--- src/rtl/workload_rr_dispatcher_if.sv ---
// Handshake bundle between workload sources, the round-robin dispatcher and the pipeline link.
// The dispatcher side uses the slave modport; the master modport is for whatever drives it.
interface workload_rr_dispatcher_if #(
    parameter int unsigned num_req_p      = 2,
    parameter int unsigned id_width_p     = 8,
    parameter int unsigned size_width_p   = 8,
    parameter int unsigned max_inflight_p = 4
);
    localparam int unsigned width_p = id_width_p + size_width_p;
    localparam int unsigned cw_lp   = $clog2(max_inflight_p + 1);
    localparam int unsigned sw_lp   = $clog2(num_req_p);

    logic [num_req_p-1:0]         v_i;
    logic [num_req_p*width_p-1:0] data_i;
    logic [num_req_p-1:0]         ready_o;
    logic                         v_o;
    logic [width_p-1:0]           data_o;
    logic [sw_lp-1:0]             src_o;
    logic                         ready_i;
    logic                         done_v_i;
    logic [cw_lp-1:0]             credits_o;
    logic                         err_o;

    modport slave (
        input  v_i, data_i, ready_i, done_v_i,
        output ready_o, v_o, data_o, src_o, credits_o, err_o
    );

    modport master (
        output v_i, data_i, ready_i, done_v_i,
        input  ready_o, v_o, data_o, src_o, credits_o, err_o
    );
endinterface

--- src/rtl/workload_rr_dispatcher.sv ---
// Round-robin dispatcher sharing one pipeline input link among workload sources.
// A registered output slot feeds the pipeline; a credit counter bounds in-flight workloads.
module workload_rr_dispatcher #(
    parameter int unsigned num_req_p      = 2,
    parameter int unsigned id_width_p     = 8,
    parameter int unsigned size_width_p   = 8,
    parameter int unsigned max_inflight_p = 4
) (
    input  logic                     clk_i,
    input  logic                     reset_n_i,
    workload_rr_dispatcher_if.slave  bus
);
    localparam int unsigned width_p = id_width_p + size_width_p;
    localparam int unsigned cw_lp   = $clog2(max_inflight_p + 1);
    localparam int unsigned sw_lp   = $clog2(num_req_p);

    localparam logic [cw_lp-1:0] max_credits_lp = cw_lp'(max_inflight_p);
    localparam logic [sw_lp-1:0] last_rst_lp    = sw_lp'(num_req_p - 1);

    logic                 v_q;
    logic [width_p-1:0]   data_q;
    logic [sw_lp-1:0]     src_q;
    logic [sw_lp-1:0]     last_q;
    logic [cw_lp-1:0]     credits_q;
    logic                 err_q;

    logic                 slot_free;
    logic                 grant_en;
    logic                 found;
    logic                 accept;
    logic [sw_lp-1:0]     winner;
    logic [sw_lp-1:0]     cand;
    logic [num_req_p-1:0] ready_c;
    logic [width_p-1:0]   winner_data;

    assign slot_free = !v_q || bus.ready_i;
    assign grant_en  = slot_free && (credits_q != '0);

    // First valid requester after last_q, wrapping; idle requesters cost nothing.
    always_comb begin
        found  = 1'b0;
        winner = '0;
        cand   = '0;
        for (int unsigned i = 1; i <= num_req_p; i++) begin
            cand = sw_lp'((32'(last_q) + i) % num_req_p);
            if (!found && bus.v_i[cand]) begin
                found  = 1'b1;
                winner = cand;
            end
        end
    end

    assign accept      = grant_en && found;
    assign winner_data = bus.data_i[32'(winner)*width_p +: width_p];

    always_comb begin
        ready_c = '0;
        if (accept) begin
            ready_c[winner] = 1'b1;
        end
    end

    // Output slot: load on accept, drop valid when consumed with nothing new behind it.
    always_ff @(posedge clk_i or negedge reset_n_i) begin
        if (!reset_n_i) begin
            v_q    <= 1'b0;
            data_q <= '0;
            src_q  <= '0;
            last_q <= last_rst_lp;
        end else if (accept) begin
            v_q    <= 1'b1;
            data_q <= winner_data;
            src_q  <= winner;
            last_q <= winner;
        end else if (v_q && bus.ready_i) begin
            v_q <= 1'b0;
        end
    end

    // Credits: accept consumes, completion returns; a return at full credit is an overflow.
    always_ff @(posedge clk_i or negedge reset_n_i) begin
        if (!reset_n_i) begin
            credits_q <= max_credits_lp;
            err_q     <= 1'b0;
        end else begin
            case ({accept, bus.done_v_i})
                2'b10: credits_q <= credits_q - cw_lp'(1);
                2'b01: begin
                    if (credits_q == max_credits_lp) begin
                        err_q <= 1'b1;
                    end else begin
                        credits_q <= credits_q + cw_lp'(1);
                    end
                end
                default: credits_q <= credits_q;
            endcase
        end
    end

    assign bus.ready_o   = ready_c;
    assign bus.v_o       = v_q;
    assign bus.data_o    = data_q;
    assign bus.src_o     = src_q;
    assign bus.credits_o = credits_q;
    assign bus.err_o     = err_q;

endmodule

--- src/flat_wrapper.sv ---
// flat-port wrapper written by rule: the top's interface ports become plain ports
module workload_rr_dispatcher_flat 
#(
    parameter int unsigned num_req_p      = 2,
    parameter int unsigned id_width_p     = 8,
    parameter int unsigned size_width_p   = 8,
    parameter int unsigned max_inflight_p = 4
)
  (clk_i, reset_n_i, bus_v_i, bus_data_i, bus_ready_i, bus_done_v_i, bus_ready_o, bus_v_o, bus_data_o, bus_src_o, bus_credits_o, bus_err_o);
  workload_rr_dispatcher_if #(.num_req_p(num_req_p), .id_width_p(id_width_p), .size_width_p(size_width_p), .max_inflight_p(max_inflight_p)) bus_i ();
  input  logic clk_i;
  input  logic reset_n_i;
  input wire logic [$bits(bus_i.v_i)-1:0] bus_v_i;
  input wire logic [$bits(bus_i.data_i)-1:0] bus_data_i;
  input wire logic [$bits(bus_i.ready_i)-1:0] bus_ready_i;
  input wire logic [$bits(bus_i.done_v_i)-1:0] bus_done_v_i;
  output wire logic [$bits(bus_i.ready_o)-1:0] bus_ready_o;
  output wire logic [$bits(bus_i.v_o)-1:0] bus_v_o;
  output wire logic [$bits(bus_i.data_o)-1:0] bus_data_o;
  output wire logic [$bits(bus_i.src_o)-1:0] bus_src_o;
  output wire logic [$bits(bus_i.credits_o)-1:0] bus_credits_o;
  output wire logic [$bits(bus_i.err_o)-1:0] bus_err_o;
  assign bus_i.v_i = bus_v_i;
  assign bus_i.data_i = bus_data_i;
  assign bus_i.ready_i = bus_ready_i;
  assign bus_i.done_v_i = bus_done_v_i;
  assign bus_ready_o = bus_i.ready_o;
  assign bus_v_o = bus_i.v_o;
  assign bus_data_o = bus_i.data_o;
  assign bus_src_o = bus_i.src_o;
  assign bus_credits_o = bus_i.credits_o;
  assign bus_err_o = bus_i.err_o;
  workload_rr_dispatcher #(.num_req_p(num_req_p), .id_width_p(id_width_p), .size_width_p(size_width_p), .max_inflight_p(max_inflight_p)) u_core (.clk_i(clk_i), .reset_n_i(reset_n_i), .bus(bus_i));
endmodule
--- config.mk ---
export PLATFORM = sky130hd
export DESIGN_NAME = workload_rr_dispatcher_flat
export DESIGN_NICKNAME = d
export VERILOG_FILES = /design/src/rtl/workload_rr_dispatcher_if.sv /design/src/rtl/workload_rr_dispatcher.sv /design/src/flat_wrapper.sv
export SDC_FILE = /design/constraint.sdc
export NUM_CORES = 1
export LEC_CHECK = 0
export BUFFER_PORTS_ARGS = -buffer_cell sky130_fd_sc_hd__buf_2
export CAP_MARGIN = 20
export CORE_UTILIZATION = 40
export DETAILED_ROUTE_END_ITERATION = 6
export PLACE_DENSITY = 0.73
export SLEW_MARGIN = 20
export SYNTH_ARGS = -nofsm -noshare
export SYNTH_HDL_FRONTEND = slang
export SYNTH_SLANG_ARGS = --single-unit
--- constraint.sdc ---
create_clock -name clk_i -period 3 [get_ports clk_i]
set_input_delay 0.45 -clock clk_i [delete_from_list [all_inputs] [get_ports clk_i]]
set_output_delay 0.45 -clock clk_i [all_outputs]
set_load 0.05 [all_outputs]
# Word-level counts from Yosys, hierarchy flattened
# Index checks and enable logic that the tools add are counted.
# totals
ff_bits	23
inputBits	38
word_cells	47
# classes
n_addsub	4
order_cmp	4
n_eq_ne	4
shifts	1
muxes	15
n_reduce_logical	13
# op_table
cell	n
$shiftx A32 B6 Y16	1
$mux W1	11
$lt A1 B2 Y1 const B	3
$pmux W3 S2	1
$logic_and A1 B1 Y1	5
$reduce_and A2 Y1	2
$reduce_bool A2 Y1	2
$add A3 B1 Y3 const B	1
$eq A3 B3 Y1 const B	1
$mux W3	1
$reduce_bool A3 Y1	1
$sub A3 B1 Y3 const B	1
$add A1 B1 Y1 const B	2
$eq A2 B1 Y1 const B	1
$eq A2 B2 Y1 const B	1
$logic_not A1 Y1	2
$mux W2	1
$ne A2 B2 Y1 const B	1
$demux W1 S1	1
$ge A1 B1 Y1 const B	1
$logic_or A1 B1 Y1	1

# Depth between registers and ports, before layout
# logic_depth
depth_word	12
depth_mapped	9
ltp_nobuf	8

# Worst setup path after synthesis
# Ideal clock, no wire load.
# synth_timing
path_type	register to output
from	register u_core.v_q, in the netlist u_core.bus.v_o
to	output port bus_ready_o[0]
arrival_ps	2206
slack_ps	344
stages_incl_launch_ff	5
path_buffers	1
path_cell_list	dfrtp_1 > nor2b_4 > or2_1 > buf_6 > nor3_1
# synth_via
elab_chain_cells	5
# synth_rtl
item	line	text
start: declaration	workload_rr_dispatcher.sv:20	logic v_q;
start signal: assignment	workload_rr_dispatcher.sv:66	v_q <= 1'b0;
start signal: assignment	workload_rr_dispatcher.sv:71	v_q <= 1'b1;
start signal: assignment	workload_rr_dispatcher.sv:76	v_q <= 1'b0;
$logic_not A1 Y1	workload_rr_dispatcher.sv:36	assign slot_free = !v_q || bus.ready_i;
$logic_or A1 B1 Y1	workload_rr_dispatcher.sv:36	
$logic_and A1 B1 Y1	workload_rr_dispatcher.sv:37	assign grant_en = slot_free && (credits_q != '0);
$logic_and A1 B1 Y1	workload_rr_dispatcher.sv:53	assign accept = grant_en && found;
$mux W2	workload_rr_dispatcher.sv:58	if (accept) begin
end: declaration	flat_wrapper.sv:17	output wire logic [$bits(bus_i.ready_o)-1:0] bus_ready_o;
# Every way passes these cells.

# Worst setup path after layout
# layout_timing
from	register u_core.credits_q[0], in the netlist u_core.bus.credits_o[0]
to	register u_core.credits_q[2], in the netlist u_core.bus.credits_o[2]
# layout_via
elab_chain_cells	6
elab_cells_between_ends	13
classes_between	2 x add/sub; 4 x eq/ne; 2 x mux; 5 x reduce/logical
# layout_rtl
item	line	text
start: declaration	workload_rr_dispatcher.sv:24	logic [cw_lp-1:0] credits_q;
start signal: assignment	workload_rr_dispatcher.sv:83	credits_q <= max_credits_lp;
start signal: assignment	workload_rr_dispatcher.sv:87	2'b10: credits_q <= credits_q - cw_lp'(1);
start signal: assignment	workload_rr_dispatcher.sv:92	credits_q <= credits_q + cw_lp'(1);
$reduce_bool A3 Y1	workload_rr_dispatcher.sv:37	
$logic_and A1 B1 Y1	workload_rr_dispatcher.sv:37	
$logic_and A1 B1 Y1	workload_rr_dispatcher.sv:53	
$eq A2 B1 Y1 / $eq A2 B2 Y1 (equally long branches)	workload_rr_dispatcher.sv:86	case ({accept, bus.done_v_i})
$ne A2 B2 Y1 (no source line) / $reduce_bool A2 Y1 (equally long branches)	-	
$reduce_and A2 Y1 (no source line)	-	
# Parallel ways exist; a longest one is shown, timed or not. The select of a mux whose other input is x is not followed.
# A chain may end at the register's enable or synchronous reset.

==> summary.md <==
| Metric | Value |
|---|---|
| Failing checks | `DRC` |
| Slew Viols, Final | `0` |
| Die area | `3230 um2` |
| Post-CTS sizing | `0` |
| CTS Buf Count | `3` |
| Main combinational cell family by area after synthesis | `compound AO/OA/AOI/OAI gates` |
| Internal cell power | `0.855 mW` |
| Number of setup violations in the final report | `0` |
| Cts hold-fix bufs | `0` |
| Largest net degree at the start of global routing | `36` |
| Syn Inst Count | `120` |
| Diode count | `0` |
| Initial DRC count | `34` |
| Status | `finished, violations left` |
| Synthesized area per cell | `10.0 um2` |
| Slew Limit Headroom | `66.2%` |
| Setup CP Type | `reg -> reg` |
| Worst-path fanout max | `6` |
| Startpoint types | `register` |
| Initial antenna violation count | `0` |
| Crit path launch | `u_core.bus.credits_o[0]` |
| Placed cells | `206` |
| Commonest non-fill, non-tap cells in the layout | `buf_2 (61), nor2_1 (22), dfrtp_1 (21), mux2i_1 (17), a21oi_1 (16)` |
| Post-Layout Inst Area | `1550 um2` |
| Vias in the first global route | `1,006` |
| Core ar. | `2810 um2` |
| Clock sinks | `23` |
| Row count | `19` |
| WP data required | `3250 ps` |
| Net count reported at finish | `219` |
| Net count after synthesis | `159` |
| Reg2reg start | `u_core.bus.credits_o[0]` |
| Clock Pin Slew Worst Setup and Hold Paths | `120 ps` |
| TritonCTS clock tree | `yes` |
| Max cap viols | `0` |
| RSZ-0062 raised after global routing | `no` |
| Tcrit/Tclk final | `79.5%` |
| Final wirelength | `2.63 mm` |
| Final hold vios | `0` |
| Worst skew pair latency | `300 ps` |
| Number of cells on the worst reg-to-reg path | `6` |
| Max Clock Skew | `3.77 ps` |
| Pleak | `0.770 nW` |
| Yosys reg bits | `23` |
| Seq. cell area | `578 um2` |
| Max VDD drop | `0.590 mV` |
| FF-to-FF setup slack | `620 ps` |
| CP Capture Type | `register` |
| Detailed-placement wirelength estimate | `2.00 mm` |
| Final std cells w/o fill | `210` |
| Crit path capture | `u_core.bus.credits_o[2]` |
| Cell variety after synth | `30` |
| GP Congestion | `0.791` |
| Initial Util | `42.9%` |
| Clk buf depth | `2` |
| Setup Buffers After CTS | `0` |
| Clock Power Share | `7.2%` |
| Mapped Area | `1200 um2` |
| Fin crit period | `2380 ps` |
| Sequential-to-total area share from yosys stat | `48.1%` |
| # DRC | `2` |
| Mux cell area share after synthesis | `14.2%` |
| FF-to-FF End | `u_core.bus.credits_o[2]` |
| I/O Buffers | `61` |
| Multi-input combinational cell area | `568 um2` |
| Filler cell count | `255` |
| Routed Antenna Nets | `0` |
| Pwr dens | `1250 nW/um2` |
| Slew @ Worst Pin | `507 ps` |
| Setup TNS | `0 ps` |
| CTS root buffer | `clkbuf_4` |
| Post-placement cell area | `1520 um2` |
| P_sw | `1.08 mW` |
| Reg power frac | `30.6%` |
| Area Growth Syn to Fin | `28.9%` |
| Compound-Gate Fraction of Synth Area | `14.9%` |
| Fmax | `419 MHz` |
| Hold_ws | `100 ps` |
| Layout cells sized above 1 | `43.0%` |
| Ports | `62` |
| First-pass GRT wire length | `4.36 mm` |
| Area share of fa/ha/maj cells after synthesis | `1.66%` |
| Via count | `1,074` |
| Via-per-instance ratio | `5.11` |
| Switching share of power | `55.8%` |
| Post-Synth XOR/XNOR Area | `1.46%` |
| Worst path arrival time | `2630 ps` |
| WL/cell | `12.5 um` |
| Commonest non-fill, non-tap cell in the layout | `buf_2` |
| Tot Pwr | `1.93 mW` |
| Power share of the combinational group | `62.3%` |
| Post-Synth Simple-Gate Area | `14.3%` |
| Total GRT Usage | `17.3%` |
| First-pass iteration count of the detailed router | `6` |
| Die height | `56.8 um` |
| H-tree level count | `1` |
| Die span in x | `56.8 um` |
| Ys Warns | `0` |
| Grt total ovfl | `0` |
| HP Class | `in -> async` |
[power groups by stage]
stage	Combinational, mW	Sequential, mW	Clock (mW)
2_1_floorplan	0.447	1.08	0
3_3_place_gp	1.18	0.588	0
3_5_place_dp	1.21	0.593	0
4_1_cts	1.21	0.590	0.149
5_1_grt	1.28	0.612	0.158
6_report	1.20	0.591	0.138
[logic make-up after synthesis]
logic type,count (synthesis)
compound gates,28
xor+xnor,2
fa+ha+maj,1
buf+inv,13
flops,23
mux,17
simple gates,36
[how the worst min path moves through the flow]
stage / cells past startpoint / endpoint
final: 1 / u_core.bus.v_o
after global routing: 1 / u_core.bus.data_o[3]
after CTS: 1 / u_core.bus.v_o
after floorplan: 0 / u_core.bus.credits_o[0]
after global placement: 1 / u_core.bus.v_o
after detailed placement: 1 / u_core.bus.err_o
[state kept, by name (all words and copies together) (netlist names)]
name / cells
u_core.bus.src_o: 1
u_core.last_q: 1
u_core.bus.v_o: 1
u_core.bus.data_o: 16
u_core.bus.err_o: 1
u_core.bus.credits_o: 3
[worst max-delay path, cell delays in order (launching register included)]
cell and delay (ps):
dfrtp_1 480, nor3_1 450, o21ai_0 180, fa_1 420, or2_2 300, or4_1 410
nand3_1 100
[per-stage QoR]
step	worst slack [ps]	util [%]
CTS	599	55.3
global route	487	55.3
finish	616	55.3
floorplan	344	-
global placement	438	54.3
detailed placement	322	54.3
[Yosys cell counts]
master | n | area, um2
fa_1 | 1 | 20.0
or2_2 | 2 | 12.5
dfstp_2 | 2 | 52.6
a21boi_0 | 1 | 7.51
mux2i_1 | 17 | 170
xnor2_1 | 2 | 17.5
a2111oi_2 | 1 | 15.0
buf_4 | 1 | 7.51
nor3_2 | 1 | 10.0
nor2b_4 | 1 | 13.8
nor3b_1 | 1 | 7.51
o21ai_0 | 4 | 20.0
a22o_2 | 1 | 10.0
inv_1 | 5 | 18.8
o21bai_1 | 1 | 7.51
nand3_1 | 1 | 5.00
a32oi_1 | 1 | 8.76
a41o_2 | 1 | 11.3
nor2_1 | 22 | 82.6
dfrtp_1 | 21 | 526
nand2_1 | 3 | 11.3
clkbuf_1 | 1 | 3.75
buf_2 | 5 | 25.0
buf_6 | 1 | 11.3
o32a_2 | 1 | 11.3
o211ai_1 | 1 | 7.51
or2_1 | 1 | 6.26
nor3_1 | 3 | 15.0
or4_1 | 1 | 7.51
a21oi_1 | 16 | 80.1
[layer usage]
layer  up-vias  global-route usage, %  share of wire [%]
li1        537                      -                  -
met1       489                   23.0                 46
met2        46                   29.3                 47
met3         2                   2.53                6.4
met4         0                   5.23               0.49
met5         -                      0                  0
[layout make-up]
cell class,instances,share of cell area (%)
well taps,31,2.50
repair buffers,63,20.7
inverters,5,1.21
flip-flops and latches,23,37.3
clock buffers,4,1.69
multi-input cells,84,36.6
(Power assumes the default switching activity.)
